## src/rtl/vga_sync_monitor.sv

```systemverilog
// ---------------------------------------------------------------------------
// vga_sync_monitor
//
// Receive-side companion of the VGA timing generator. Watches a pixel-rate
// hsync/vsync pair, recovers the horizontal/vertical position counters,
// measures line length, hsync pulse width and lines per frame, and declares
// lock once LOCK_FRAMES consecutive frames match the nominal timing.
//
// Ports
//   clk          in   system clock, rising edge
//   rst_n        in   asynchronous active-low reset
//   pix_en       in   pixel strobe; all state advances only when high
//   hs_in        in   horizontal sync (active level = SYNC_POL)
//   vs_in        in   vertical sync   (active level = SYNC_POL)
//   hcount       out  pixel index since last hsync leading edge (sat. 2047)
//   vcount       out  line index since frame start (sat. 2047)
//   line_len     out  last measured line length in strobes
//   hs_width     out  last measured hsync pulse width in strobes
//   frame_lines  out  last measured lines per frame
//   locked       out  stream matches nominal timing
//   err          out  one-cycle pulse on a timing violation
// ---------------------------------------------------------------------------
module vga_sync_monitor #(
  parameter int H_TOTAL     = 800,
  parameter int V_TOTAL     = 521,
  parameter int HS_WIDTH    = 96,
  parameter bit SYNC_POL    = 1'b0,
  parameter int LOCK_FRAMES = 2
) (
  input  logic        clk,
  input  logic        rst_n,
  input  logic        pix_en,
  input  logic        hs_in,
  input  logic        vs_in,
  output logic [10:0] hcount,
  output logic [10:0] vcount,
  output logic [10:0] line_len,
  output logic [10:0] hs_width,
  output logic [10:0] frame_lines,
  output logic        locked,
  output logic        err
);

  localparam logic [10:0] CNT_MAX    = 11'd2047;
  localparam logic [10:0] CNT_PRESAT = 11'd2046;
  localparam logic [10:0] H_TOTAL_C  = 11'(H_TOTAL);
  localparam logic [10:0] V_TOTAL_C  = 11'(V_TOTAL);
  localparam logic [10:0] HS_WIDTH_C = 11'(HS_WIDTH);
  // Sized for LOCK_FRAMES up to 15.
  localparam logic [3:0]  LOCK_C     = 4'(LOCK_FRAMES);

  // Saturating increment shared by every 11-bit counter/measurement.
  function automatic logic [10:0] sat_inc(input logic [10:0] v);
    return (v == CNT_MAX) ? CNT_MAX : v + 11'd1;
  endfunction

  typedef enum logic {
    ST_UNLOCKED = 1'b0,
    ST_LOCKED   = 1'b1
  } state_t;

  // -------------------------------------------------------------------------
  // Registers
  // -------------------------------------------------------------------------
  logic        hs_q, hs_d;
  logic        vs_q, vs_d;
  logic [10:0] hcount_q, hcount_d;
  logic [10:0] vcount_q, vcount_d;
  logic [10:0] wcnt_q, wcnt_d;
  logic [10:0] line_len_q, line_len_d;
  logic [10:0] hs_width_q, hs_width_d;
  logic [10:0] frame_lines_q, frame_lines_d;
  logic        h_seen_q, h_seen_d;
  logic        v_seen_q, v_seen_d;
  logic        v_pend_q, v_pend_d;
  logic        frame_bad_q, frame_bad_d;
  state_t      state_q, state_d;
  logic [3:0]  good_cnt_q, good_cnt_d;
  logic        err_q, err_d;

  // -------------------------------------------------------------------------
  // Edge detection (qualified by the pixel strobe)
  // -------------------------------------------------------------------------
  logic hs_act, hs_q_act, vs_act, vs_q_act;
  logic hs_lead, hs_trail, vs_lead;
  logic frame_start;

  assign hs_act   = (hs_in == SYNC_POL);
  assign hs_q_act = (hs_q  == SYNC_POL);
  assign vs_act   = (vs_in == SYNC_POL);
  assign vs_q_act = (vs_q  == SYNC_POL);

  assign hs_lead  = pix_en &  hs_act & ~hs_q_act;
  assign hs_trail = pix_en & ~hs_act &  hs_q_act;
  assign vs_lead  = pix_en &  vs_act & ~vs_q_act;

  // A vs edge coinciding with the hs edge starts the frame on that same edge.
  assign frame_start = hs_lead & (v_pend_q | vs_lead);

  // -------------------------------------------------------------------------
  // Measurements and checks
  // -------------------------------------------------------------------------
  logic [10:0] line_meas;
  logic [10:0] lines_meas;
  logic        bad_line, bad_width, bad_frame, good_frame, frame_chk;
  logic        sat_hit, viol;

  assign line_meas  = sat_inc(hcount_q);
  assign lines_meas = sat_inc(vcount_q);

  assign bad_line   = hs_lead & h_seen_q & (line_meas != H_TOTAL_C);
  assign bad_width  = hs_trail & (wcnt_q != HS_WIDTH_C);
  assign frame_chk  = frame_start & v_seen_q;
  // The line closed by the frame-start edge still belongs to the old frame.
  assign bad_frame  = frame_chk & ((lines_meas != V_TOTAL_C) | frame_bad_q |
                                   bad_line | bad_width);
  assign good_frame = frame_chk & ~bad_frame;

  // hcount is about to reach 2047: fires once per missing-hsync episode
  // because hcount then sticks. An hs edge in the same strobe wins.
  assign sat_hit = pix_en & ~hs_lead & (hcount_q == CNT_PRESAT);
  assign viol    = bad_line | bad_width | bad_frame;

  // -------------------------------------------------------------------------
  // Datapath next-state
  // -------------------------------------------------------------------------
  always_comb begin
    hs_d          = hs_q;
    vs_d          = vs_q;
    hcount_d      = hcount_q;
    vcount_d      = vcount_q;
    wcnt_d        = wcnt_q;
    line_len_d    = line_len_q;
    hs_width_d    = hs_width_q;
    frame_lines_d = frame_lines_q;
    h_seen_d      = h_seen_q;
    v_seen_d      = v_seen_q;
    v_pend_d      = v_pend_q;
    frame_bad_d   = frame_bad_q;

    if (pix_en) begin
      hs_d = hs_in;
      vs_d = vs_in;

      hcount_d = hs_lead ? 11'd0 : sat_inc(hcount_q);

      if (hs_lead) begin
        wcnt_d = 11'd1;
      end else if (hs_act) begin
        wcnt_d = sat_inc(wcnt_q);
      end

      if (hs_trail) begin
        hs_width_d = wcnt_q;
      end

      if (hs_lead) begin
        h_seen_d = 1'b1;
        if (h_seen_q) begin
          line_len_d = line_meas;
        end
      end

      if (frame_start) begin
        vcount_d = 11'd0;
        if (v_seen_q) begin
          frame_lines_d = lines_meas;
        end
        v_seen_d = 1'b1;
        v_pend_d = 1'b0;
      end else begin
        if (hs_lead) begin
          vcount_d = sat_inc(vcount_q);
        end
        if (vs_lead) begin
          v_pend_d = 1'b1;
        end
      end

      if (frame_start) begin
        frame_bad_d = 1'b0;
      end else if (bad_line | bad_width) begin
        frame_bad_d = 1'b1;
      end
    end
  end

  always_ff @(posedge clk or negedge rst_n) begin
    if (!rst_n) begin
      hs_q          <= ~SYNC_POL;
      vs_q          <= ~SYNC_POL;
      hcount_q      <= '0;
      vcount_q      <= '0;
      wcnt_q        <= '0;
      line_len_q    <= '0;
      hs_width_q    <= '0;
      frame_lines_q <= '0;
      h_seen_q      <= 1'b0;
      v_seen_q      <= 1'b0;
      v_pend_q      <= 1'b0;
      frame_bad_q   <= 1'b0;
    end else begin
      hs_q          <= hs_d;
      vs_q          <= vs_d;
      hcount_q      <= hcount_d;
      vcount_q      <= vcount_d;
      wcnt_q        <= wcnt_d;
      line_len_q    <= line_len_d;
      hs_width_q    <= hs_width_d;
      frame_lines_q <= frame_lines_d;
      h_seen_q      <= h_seen_d;
      v_seen_q      <= v_seen_d;
      v_pend_q      <= v_pend_d;
      frame_bad_q   <= frame_bad_d;
    end
  end

  // -------------------------------------------------------------------------
  // Lock FSM: state register
  // -------------------------------------------------------------------------
  always_ff @(posedge clk or negedge rst_n) begin
    if (!rst_n) begin
      state_q    <= ST_UNLOCKED;
      good_cnt_q <= '0;
      err_q      <= 1'b0;
    end else begin
      state_q    <= state_d;
      good_cnt_q <= good_cnt_d;
      err_q      <= err_d;
    end
  end

  // -------------------------------------------------------------------------
  // Lock FSM: next-state logic
  // -------------------------------------------------------------------------
  always_comb begin
    state_d    = state_q;
    good_cnt_d = good_cnt_q;
    case (state_q)
      ST_UNLOCKED: begin
        if (viol) begin
          good_cnt_d = '0;
        end else if (good_frame) begin
          good_cnt_d = good_cnt_q + 4'd1;
          if (good_cnt_d == LOCK_C) begin
            state_d = ST_LOCKED;
          end
        end
      end
      ST_LOCKED: begin
        if (viol | sat_hit) begin
          state_d    = ST_UNLOCKED;
          good_cnt_d = '0;
        end
      end
      default: begin
        state_d    = ST_UNLOCKED;
        good_cnt_d = '0;
      end
    endcase
  end

  // -------------------------------------------------------------------------
  // Lock FSM: outputs
  // -------------------------------------------------------------------------
  // err is gated by its own previous value so it can never stay high for two
  // consecutive cycles; viol/sat_hit are already zero when pix_en is low.
  always_comb begin
    locked = (state_q == ST_LOCKED);
    err_d  = ~err_q & (sat_hit | ((state_q == ST_LOCKED) & viol));
  end

  assign err         = err_q;
  assign hcount      = hcount_q;
  assign vcount      = vcount_q;
  assign line_len    = line_len_q;
  assign hs_width    = hs_width_q;
  assign frame_lines = frame_lines_q;

endmodule

```

## config.mk

```make
export PLATFORM = sky130hd
export DESIGN_NAME = vga_sync_monitor
export DESIGN_NICKNAME = d
export VERILOG_FILES = /design/src/rtl/vga_sync_monitor.sv
export SDC_FILE = /design/constraint.sdc
export NUM_CORES = 1
export LEC_CHECK = 0
export CORE_MARGIN = 8
export CORE_UTILIZATION = 54
export DETAILED_ROUTE_END_ITERATION = 16
export PLACE_DENSITY = 0.8
export SETUP_SLACK_MARGIN = 0.4
export SYNTH_ARGS = -nofsm -noshare
export SYNTH_HDL_FRONTEND = slang
export SYNTH_SLANG_ARGS = --single-unit
```

## constraint.sdc

```tcl
create_clock -name clk -period 3.3 [get_ports clk]
set_input_delay 0.33 -clock clk [delete_from_list [all_inputs] [get_ports clk]]
set_output_delay 0.33 -clock clk [all_outputs]
set_load 0.05 [all_outputs]
```

==> reports/results.tsv, run 1 <==
stage	metric	value	unit
outcome	status	finished, final reports clean	
detailed_routing	routed len/inst	15.91	um
run	max_cap viols	0	
placement	post-DP HPWL	6788	um
floorplan	Core Area	7607	sq um
detailed_routing	vias	3616	
synthesis	Synth Register Bits	78	
synthesis	synth warn	0	
detailed_routing	DRT Pass-1 Iters	5	
sta	Max Slew Vio Count	0	
floorplan	I/O pin count	62	
critical_path	required time of the critical path	3.56	ns
detailed_routing	Initial DRC Count	179	
floorplan	Die Ht	103.9	um
global_route	vias in the first global route	3409	
clock_tree	insertion delay to the later sink of the worst-skew pair	0.35	ns
critical_path	crit path DAT	2.94	ns
power_and_ir_drop	VDD IR max	0.5375	mV
clock_tree	CTS Buf Count	9	
sta	PnR worst setup slack	0.6278	ns
floorplan	row count	32	
sta	post-route minimum period	2.672	ns
global_route	gr usage total	17.95	%
critical_path	Setup CP Type	flip-flop to flip-flop	
synthesis	Post-Synth Adder-Cell Area	2.101	%
synthesis	async set-reset flop share out of synthesis	100.0	%
sta	Worst-Margin Slew	0.9600	ns
placement	# placed instances	587	
detailed_routing	Residual DRC	0	
clock_tree	TritonCTS Sinks	78	
floorplan	Die X	103.9	um
sta	RSZ-0062 raised after global routing	false	
placement	number of buffers added on ports	61	
clock_tree	Setup Buffers After CTS	0	
synthesis	post-synth net total	461	
detailed_routing	antenna viol nets, final	0	
worst_hold_path	Hold WC Path Type	input pin to async pin	
final_layout	layout cells sized above 1	10.58	%
final_layout	Nets	508	
critical_path	Max FO, Critical Path	9	
clock_tree	TritonCTS clock tree	done	
synthesis	Post-synth EDFFs	0	
clock_tree	Max Buffers Root-to-Sink	2	
synthesis	combinational family with the most area after synthesis	simple AND/OR/NAND/NOR gates	
power_and_ir_drop	Pwr Density	694.1	nW/um^2
synthesis	Yosys top cell by area	dfrtp_1	
synthesis	mux cell area share after synthesis	2.431	%
synthesis	Synth Area in Simple Gates	21.19	%
synthesis	Cells after Synth	449	
sta	Fin. Hold Viols	0	
detailed_routing	vias per cell	5.997	
synthesis	sequential fraction of the synthesis area	46.88	%
sta	final setup vio count	0	
sta	slew margin rel.	36.00	%
synthesis	Compound-Gate Fraction of Synth Area	20.89	%
sta	TNS Setup	0	ns
clock_tree	post-CTS sizing	0	
global_route	pin count of the biggest net entering global routing	79	
synthesis	post-synth cell types	61	
synthesis	syn avg cell area	9.285	sq um
power_and_ir_drop	Leak	2.081	nW
sta	period utilization	80.98	%
clock_tree	H-tree levels	3	
floorplan	initial cell density of the core	54.80	%
placement	GP Congestion	0.8773	
final_layout	Antenna Cells	0	
synthesis	most frequently used flop master after synthesis	dfrtp_1	
synthesis	largest cells by area after synthesis	dfrtp_1 (46%), a21oi_1 (5.3%), nand2_1 (3.9%)	
final_layout	fin cells	603	
global_route	Overflow after GRT	0	
synthesis	Post-Syn Area	4169	sq um
synthesis	top-area cell type share of the netlist area	45.62	%
global_route	initial antenna violation count	0	
placement	pre-CTS WS	0.5885	ns
critical_path	CP Capture Type	flip-flop	
synthesis	post-synthesis xor/xnor area fraction	1.891	%
sta	Fmax achieved	0.3742	GHz
final_layout	FILL cells	619	
clock_tree	CTS Root Buffer Type	clkbuf_8	
sta	Hold WS	0.1269	ns
clock_tree	CTS hold repair buffers	0	
clock_tree	Clock transition at path regs	0.09	ns
global_route	global-route wire length before repair	16410	um
final_layout	Layout area overhead	21.01	%
sta	Layout Skew	0.008253	ns
detailed_routing	drt total wl	9591	um
floorplan	Die ar.	10790	sq um
critical_path	Setup crit start kind	flip-flop	
## cell type report
class	count	area, sq um	area share [%]
multi-input cells	326	2029	40.23
clock buffers	10	137.6	2.728
repair buffers	66	645.6	12.80
well taps	102	127.6	2.530
flip-flops and latches	78	1954	38.74
inverters	15	56.30	1.116
clock inverters	6	93.84	1.860
## layout by cell type, fill, tap and decap left out, drive strengths merged, types with 7 or more instances in the layout
cell / instances
dfrtp: 76
clkdlybuf4s50: 60
a21oi: 44
nor2: 43
nand2: 43
o21ai: 27
a31oi: 18
inv: 16
nand3: 15
clkbuf: 10
mux2: 9
or2: 8
o22a: 7
ha: 7
nand4: 7
## power breakdown
part | switching [mW] | internal [mW] | leakage [nW]
Clock | 0.364 | 0.452 | 0.113
Combinational | 0.890 | 0.465 | 0.950
Sequential | 0.196 | 1.13 | 1.02
## path summary, 6_finish.rpt
| kind | startpoint | end | slack (ns) | depth (start not counted) |
|---|---|---|---|---|
| setup reg to reg | vcount[0] | good_cnt_q[3] | 0.63 | 7 |
| min in group clk | err | err | 0.46 | 1 |
| setup / recovery | vcount[0] | good_cnt_q[3] | 0.63 | 7 |
| hold reg to reg | err | err | 0.46 | 1 |
| max in group asynchronous | rst_n | wcnt_q[0] | 2.55 | 1 |
| hold / removal | rst_n | frame_lines[3] | 0.13 | 1 |
## synthesized netlist by cell type (all sizes together) (6+ instances only)
| library cell | n |
|---|---|
| o21ai | 27 |
| buf | 10 |
| o22a | 7 |
| a21oi | 44 |
| nor3 | 6 |
| clkbuf | 20 |
| nand4 | 7 |
| or2 | 8 |
| nand2 | 43 |
| nor2 | 43 |
| dfrtp | 76 |
| ha | 7 |
| and3 | 6 |
| inv | 15 |
| xnor2 | 6 |
| a31oi | 18 |
| mux2 | 9 |
| nand3 | 15 |
## metal layers
layer  vias up  global-route usage (%)  share of wire, %
li1       1733                       -                 -
met1      1735                   22.05                43
met2       131                   30.20                49
met3        17                   3.841               6.2
met4         0                   6.825               1.7
met5         -                       0                 0
## registers in the layout, indices dropped and copies added (netlist names)
register     cells
frame_lines     11
hcount          11
hs_width        11
line_len        11
vcount          11
wcnt_q          11
good_cnt_q       4
err              1
frame_bad_q      1
h_seen_q         1
hs_q             1
locked           1
v_pend_q         1
v_seen_q         1
vs_q             1
## worst max-delay path, stage by stage, from the launching register on
cell	delay, ns
dfrtp_1	0.50
ha_1	0.36
nand3_1	0.22
or4b_4	0.54
a22oi_4	0.21
a31oi_2	0.16
or4b_1	0.52
o31ai_1	0.08
## logic make-up (layout without fill, tap and decap cells)
| logic type | after synthesis | count (layout) |
|---|---|---|
| buffers and inverters | 45 | 97 |
| and+or+nand+nor | 167 | 167 |
| DFF | 78 | 78 |
| AOI/OAI and AO/OA | 134 | 134 |
| muxes | 9 | 9 |
| xor gates and xnor gates | 9 | 9 |
| adders and majority gates | 7 | 7 |
## metrics by stage
stage / area (sq um) / utilization, % / total power, mW
finish: 5045 / 66.32 / 3.501
global placement: 4806 / 63.17 / 2.680
floorplan: 4169 / - / 2.272
global route: 5045 / 66.32 / 3.681
CTS: 5037 / 66.22 / 3.531
detailed placement: 4806 / 63.17 / 2.713
Note: power is estimated with default switching activity, not from simulation.
==> run 2: changes to the inputs <==
==> constraint.sdc (replaced) <==
create_clock -name clk -period 2.5 [get_ports clk]
set_input_delay 0.25 -clock clk [delete_from_list [all_inputs] [get_ports clk]]
set_output_delay 0.25 -clock clk [all_outputs]
set_load 0.05 [all_outputs]
==> run 2 against run 1 <==
- worst hold slack worse by 0.076 ns
- first-iteration DRC count rose by 36%
- flip-flop and latch count unchanged
- non-clock buffer count increased by 43
- cell count increased by 7.1%
- count of clock-buffer cells in the layout is 1 higher
- maximum frequency is 14% higher
- wire length grew 19%
- sequential share of layout area down 3.7 points
- setup slack worse by 0.47 ns
- sequential power is 30% higher
- register-to-register slack got worse by 0.47 ns
- critical path type unchanged
- highest routed layer unchanged
==> reports/results.tsv, run 2 (synthesized netlist as in run 1, its figures left out) <==
stage	metric	value	unit	change
outcome	status	finished, final reports clean		
final_layout	Nets	551		+8.5%
clock_tree	Max Buffers Root-to-Sink	2		unchanged
sta	Max Slew Vio Count	0		unchanged
critical_path	Slowest-stage cell, CP	or4b_4		
critical_path	Setup CP Type	flip-flop to flip-flop		
critical_path	Critical Path, Cell by Cell	ha_4 > and3_1 > xnor2_1 > o31ai_1 > a41oi_4 > or4b_4 > o31ai_2		
placement	post-DP HPWL	7230	um	+6.5%
detailed_routing	drt total wl	11400	um	+19%
final_layout	FILL cells	550		-11%
worst_hold_path	Hold WC Path Type	input pin to async pin		
floorplan	Core Area	7607	sq um	unchanged
floorplan	Die X	103.9	um	unchanged
clock_tree	insertion delay to the later sink of the worst-skew pair	0.35	ns	about the same
final_layout	final core occ	74.03	%	+7.7 points
global_route	gr usage total	19.58	%	+1.6 points
sta	slew margin rel.	35.70	%	-0.30 points
power_and_ir_drop	Pwr Density	867.1	nW/um^2	+25%
detailed_routing	DRT Pass-1 Iters	5		unchanged
global_route	pin count of the biggest net entering global routing	79		unchanged
power_and_ir_drop	Clock Power Share	19.8	%	-3.5 points
power_and_ir_drop	net switching power figure	2.053	mW	+42%
floorplan	Die ar.	10790	sq um	unchanged
detailed_routing	vias per cell	6.020		+0.39%
detailed_routing	Initial DRC Count	244		+36%
critical_path	Setup crit start kind	flip-flop		
placement	number of buffers added on ports	61		unchanged
final_layout	commonest non-fill, non-tap cells in the layout	dfrtp_1 (60), clkdlybuf4s50_1 (60), buf_4 (46), a21oi_1 (43), nor2_1 (42)		
placement	GP Congestion	0.8513		-3.0%
placement	DP Area	4981	sq um	+3.6%
power_and_ir_drop	Comb pwr share	44.7	%	+6.0 points
sta	RSZ-0062 raised after global routing	true		
sta	Fin. Hold Viols	0		unchanged
critical_path	CP peak stage delay	0.55	ns	about the same
floorplan	Die Ht	103.9	um	unchanged
clock_tree	CTS Buf Count	9		unchanged
critical_path	R2R Path Start	hcount[0]		
power_and_ir_drop	part of the power in registers	35.5	%	-2.5 points
floorplan	I/O pin count	62		unchanged
floorplan	row count	32		unchanged
floorplan	initial cell density of the core	54.80	%	unchanged
final_layout	finished layout cell area	5632	sq um	+12%
sta	TNS Setup	0	ns	unchanged
final_layout	Antenna Cells	0		unchanged
global_route	Overflow after GRT	0		unchanged
power_and_ir_drop	Leak	2.316	nW	+11%
critical_path	crit path DAT	2.60	ns	-0.34 ns
final_layout	layout cells sized above 1	25.55	%	+15 points
power_and_ir_drop	VDD IR max	0.8328	mV	+55%
power_and_ir_drop	switch share	42.04	%	+0.62 points
detailed_routing	routed len/inst	17.65	um	+11%
global_route	global-route wire length before repair	17840	um	+8.7%
sta	Hold WS	0.05102	ns	-0.07591 ns
detailed_routing	antenna viol nets, final	0		unchanged
power_and_ir_drop	Int Pwr	2.830	mW	+38%
sta	Layout Skew	0.01085	ns	+0.002592 ns
critical_path	reg2reg setup slack	0.16	ns	-0.47 ns
clock_tree	H-tree levels	3		unchanged
sta	Fmax achieved	0.4277	GHz	+14%
sta	final setup vio count	0		unchanged
final_layout	Layout area overhead	35.08	%	
clock_tree	CTS Root Buffer Type	clkbuf_8		
clock_tree	TritonCTS Sinks	78		unchanged
critical_path	CP Capture Type	flip-flop		
critical_path	required time of the critical path	2.76	ns	-0.80 ns
detailed_routing	vias	3889		+7.5%
sta	Worst-Margin Slew	0.9645	ns	+0.004542 ns
clock_tree	TritonCTS clock tree	done		
detailed_routing	Residual DRC	0		unchanged
sta	period utilization	93.52	%	+13 points
global_route	initial antenna violation count	0		unchanged
clock_tree	Clock transition at path regs	0.08	ns	about the same
global_route	vias in the first global route	3604		+5.7%
critical_path	Critical Path Source	hcount[0]		
critical_path	Max FO, Critical Path	5		-4
sta	post-route minimum period	2.338	ns	-0.3343 ns
run	max_cap viols	0		unchanged
-- run 2: per-stage QoR --
step | setup slack [ns] | std cells | power [mW]
CTS | 0.2008 | 631 | 4.760
detailed placement | 0.06675 | 596 | 3.648
global placement | 0.1214 | 596 | 3.606
global route | 0.08653 | 646 | 5.105
finish | 0.1621 | 646 | 4.883
floorplan | 0.05347 | 449 | 3.052
-- run 2: path summary, 6_finish.rpt --
| kind | to | cells after the start |
|---|---|---|
| worst max register to register | good_cnt_q[2] | 7 |
| min in group clk | err | 1 |
| worst max-delay path | good_cnt_q[2] | 7 |
| max in group asynchronous | hcount[2] | 1 |
| worst min register to register | err | 1 |
| worst min-delay path | frame_lines[7] | 1 |
-- run 2: metal layers --
layer  GRT usage [%]  vias to the layer above  share of wire, %
li1                -                     1814                 -
met1           24.33                     1891                41
met2           32.17                      157                51
met3           4.461                       27               6.6
met4           7.963                        0               1.7
met5               0                        -                 0
-- run 2: layout make-up --
cell class	count	area, sq um	share of cell area (%)
timing repair buffer	109	983.4	17.46
clock inverter	5	58.81	1.044
tap	102	127.6	2.266
sequential	78	1974	35.06
multi-input combinational	326	2290	40.66
clock buffer	11	141.4	2.511
inverter	15	56.30	0.9998
-- run 2: repair_timing --
action                                  CTS  global route
pin swaps                                18            15
hold buffers                              0             0
endpoints found under the setup margin   14            18
setup buffers                            19            15
gates resized for setup                  13            23
-- run 2: worst max-delay path: cells and delay by family, from the launching register on --
kind,cells,cell delay (ns)
DFF,1,0.43
xor gates and xnor gates,1,0.17
AOI/OAI and AO/OA,3,0.64
adders and majority gates,1,0.18
and+or+nand+nor,2,0.82
-- run 2: power groups by stage --
stage,clock network [mW],logic (mW),registers [mW]
6_report,0.966,2.18,1.73
4_1_cts,0.979,2.04,1.74
2_1_floorplan,0,0.610,2.44
5_1_grt,1.03,2.31,1.77
3_3_place_gp,0,1.83,1.77
3_5_place_dp,0,1.86,1.79
==> patch, RTL diff (settings of run 2) <==
Put one more register stage on the output `err`, cleared by the reset. The value now appears one clock later. The other outputs are not delayed to match. Comments in the files are not updated.
--- a/src/rtl/vga_sync_monitor.sv
+++ b/src/rtl/vga_sync_monitor.sv
@@ -272,3 +272,9 @@
 
-  assign err         = err_q;
+  always_ff @(posedge clk or negedge rst_n) begin
+    if (!rst_n) begin
+      err <= '0;
+    end else begin
+      err <= err_q;
+    end
+  end
   assign hcount      = hcount_q;
Formal check against the unedited RTL: same outputs for any inputs over 4 cycles, from zero or initial values and one cycle with rst_n low; that may be too few to reach the edited logic, so the function may still have changed.
==> patch against run 2 <==
Final area grew 3.7%; area after synthesis grew 0.60%; largest cell class unchanged; first-iteration DRC count shrank 9.4%; largest power group unchanged; critical path type unchanged; non-clock buffer count grew 14; wire length grew 3.9%; utilization grew 2.7 points; power grew 4.4%; hold slack gained 0.34 ns; sequential cell count grew 1; worst setup slack lost 0.089 ns; critical endpoint unchanged; clock power grew 17%; via count grew 3.6%.
==> patch: results (changes against run 2) <==
Global routing
The met2 track utilization from global routing is 0.347 (+0.0252). The met3 routing resource usage after global routing is 0.0471 (+0.00248). The number of global-route vias before repair is 3847 (+6.7%). The total global routing track utilization was 0.210 (+0.0138). The global-route wire length before repair was 18.9 mm (+5.9%).

The met1 capacity usage during global routing is 0.257 (+0.0138).

Placed design
The HPWL after detailed placement is 7.36 mm (+1.8%). The setup slack after placement is 0.0770 ns (+0.0103 ns). The instance area after placement is 5050 sq um (+1.4%). The final weighted congestion in routability-driven placement is 0.899 (+5.6%).

Drt
The initial DRC count came to 221 (-9.4%). The final wirelength came to 11.8 mm (+3.9%). The detailed route wirelength on metal2 was 5.76 mm (-1.1%).

The number of vias per cell after detailed routing was 6.09 (+1.2%).

Critical path
The data arrival time of the critical path is 2.67 ns (+0.07 ns). The critical register-to-register path startpoint is hcount[1]$_DFFE_PN0P_. The register-to-register setup slack is 0.07 ns (-0.09 ns). The number of cells on the worst reg-to-reg path is 6 (-1).

Run status
The run finished with clean final reports.

Cells and area
The number of nets in the final layout came to 566 (+2.7%).

Synthesis
The multiplexer share of the synthesized area is 0.0242 (-0.000145). In the synthesized netlist, the cells that appear most often are 77 x sky130_fd_sc_hd__dfrtp_1, 44 x sky130_fd_sc_hd__a21oi_1, 43 x sky130_fd_sc_hd__nand2_1, 43 x sky130_fd_sc_hd__nor2_1, 24 x sky130_fd_sc_hd__o21ai_0. After synthesis, the cell types taking the most area are sky130_fd_sc_hd__dfrtp_1 46%, sky130_fd_sc_hd__a21oi_1 5.3%, sky130_fd_sc_hd__nand2_1 3.8%, sky130_fd_sc_hd__nor2_1 3.8%, sky130_fd_sc_hd__o21ai_0 2.9%. The XOR/XNOR share of the synthesized area was 0.0188 (-0.000113).

STA
The measured slew at the worst slew-check pin was 0.594 ns (-0.370 ns). The clock tree skew after final layout is 0.00802 ns (-0.00283 ns).

Power
The maximum ir drop on the vdd rail is 0.780 mV (-6.3%).

Min path
The kind of path behind the tightest hold check is reg2reg.
patch: through the flow:
stage	power, mW	TNS [ns]	std cells	utilization
5_1_grt	5.32	-0.00606	661	0.768
3_3_place_gp	3.63	0	601	0.664
4_1_cts	4.97	0	649	0.743
6_report	5.10	0	661	0.768
2_1_floorplan	3.07	0	450	-
3_5_place_dp	3.68	0	601	0.664
patch: final cells by class:
class / count / area share
Multi-Input combinational cell: 326 / 0.395
Sequential cell: 79 / 0.342
Timing Repair Buffer: 123 / 0.190
Clock buffer: 11 / 0.0259
Tap cell: 102 / 0.0219
Clock inverter: 5 / 0.0148
Inverter: 15 / 0.00964
patch: timing repair:
| action | CTS | global route |
|---|---|---|
| resized for setup | 17 | 19 |
| hold buffers | 1 | 0 |
| setup buffers | 31 | 12 |
| endpoints found under the hold margin | 77 | 0 |
| pin swaps | 24 | 20 |
| endpoints found under the setup margin | 12 | 24 |
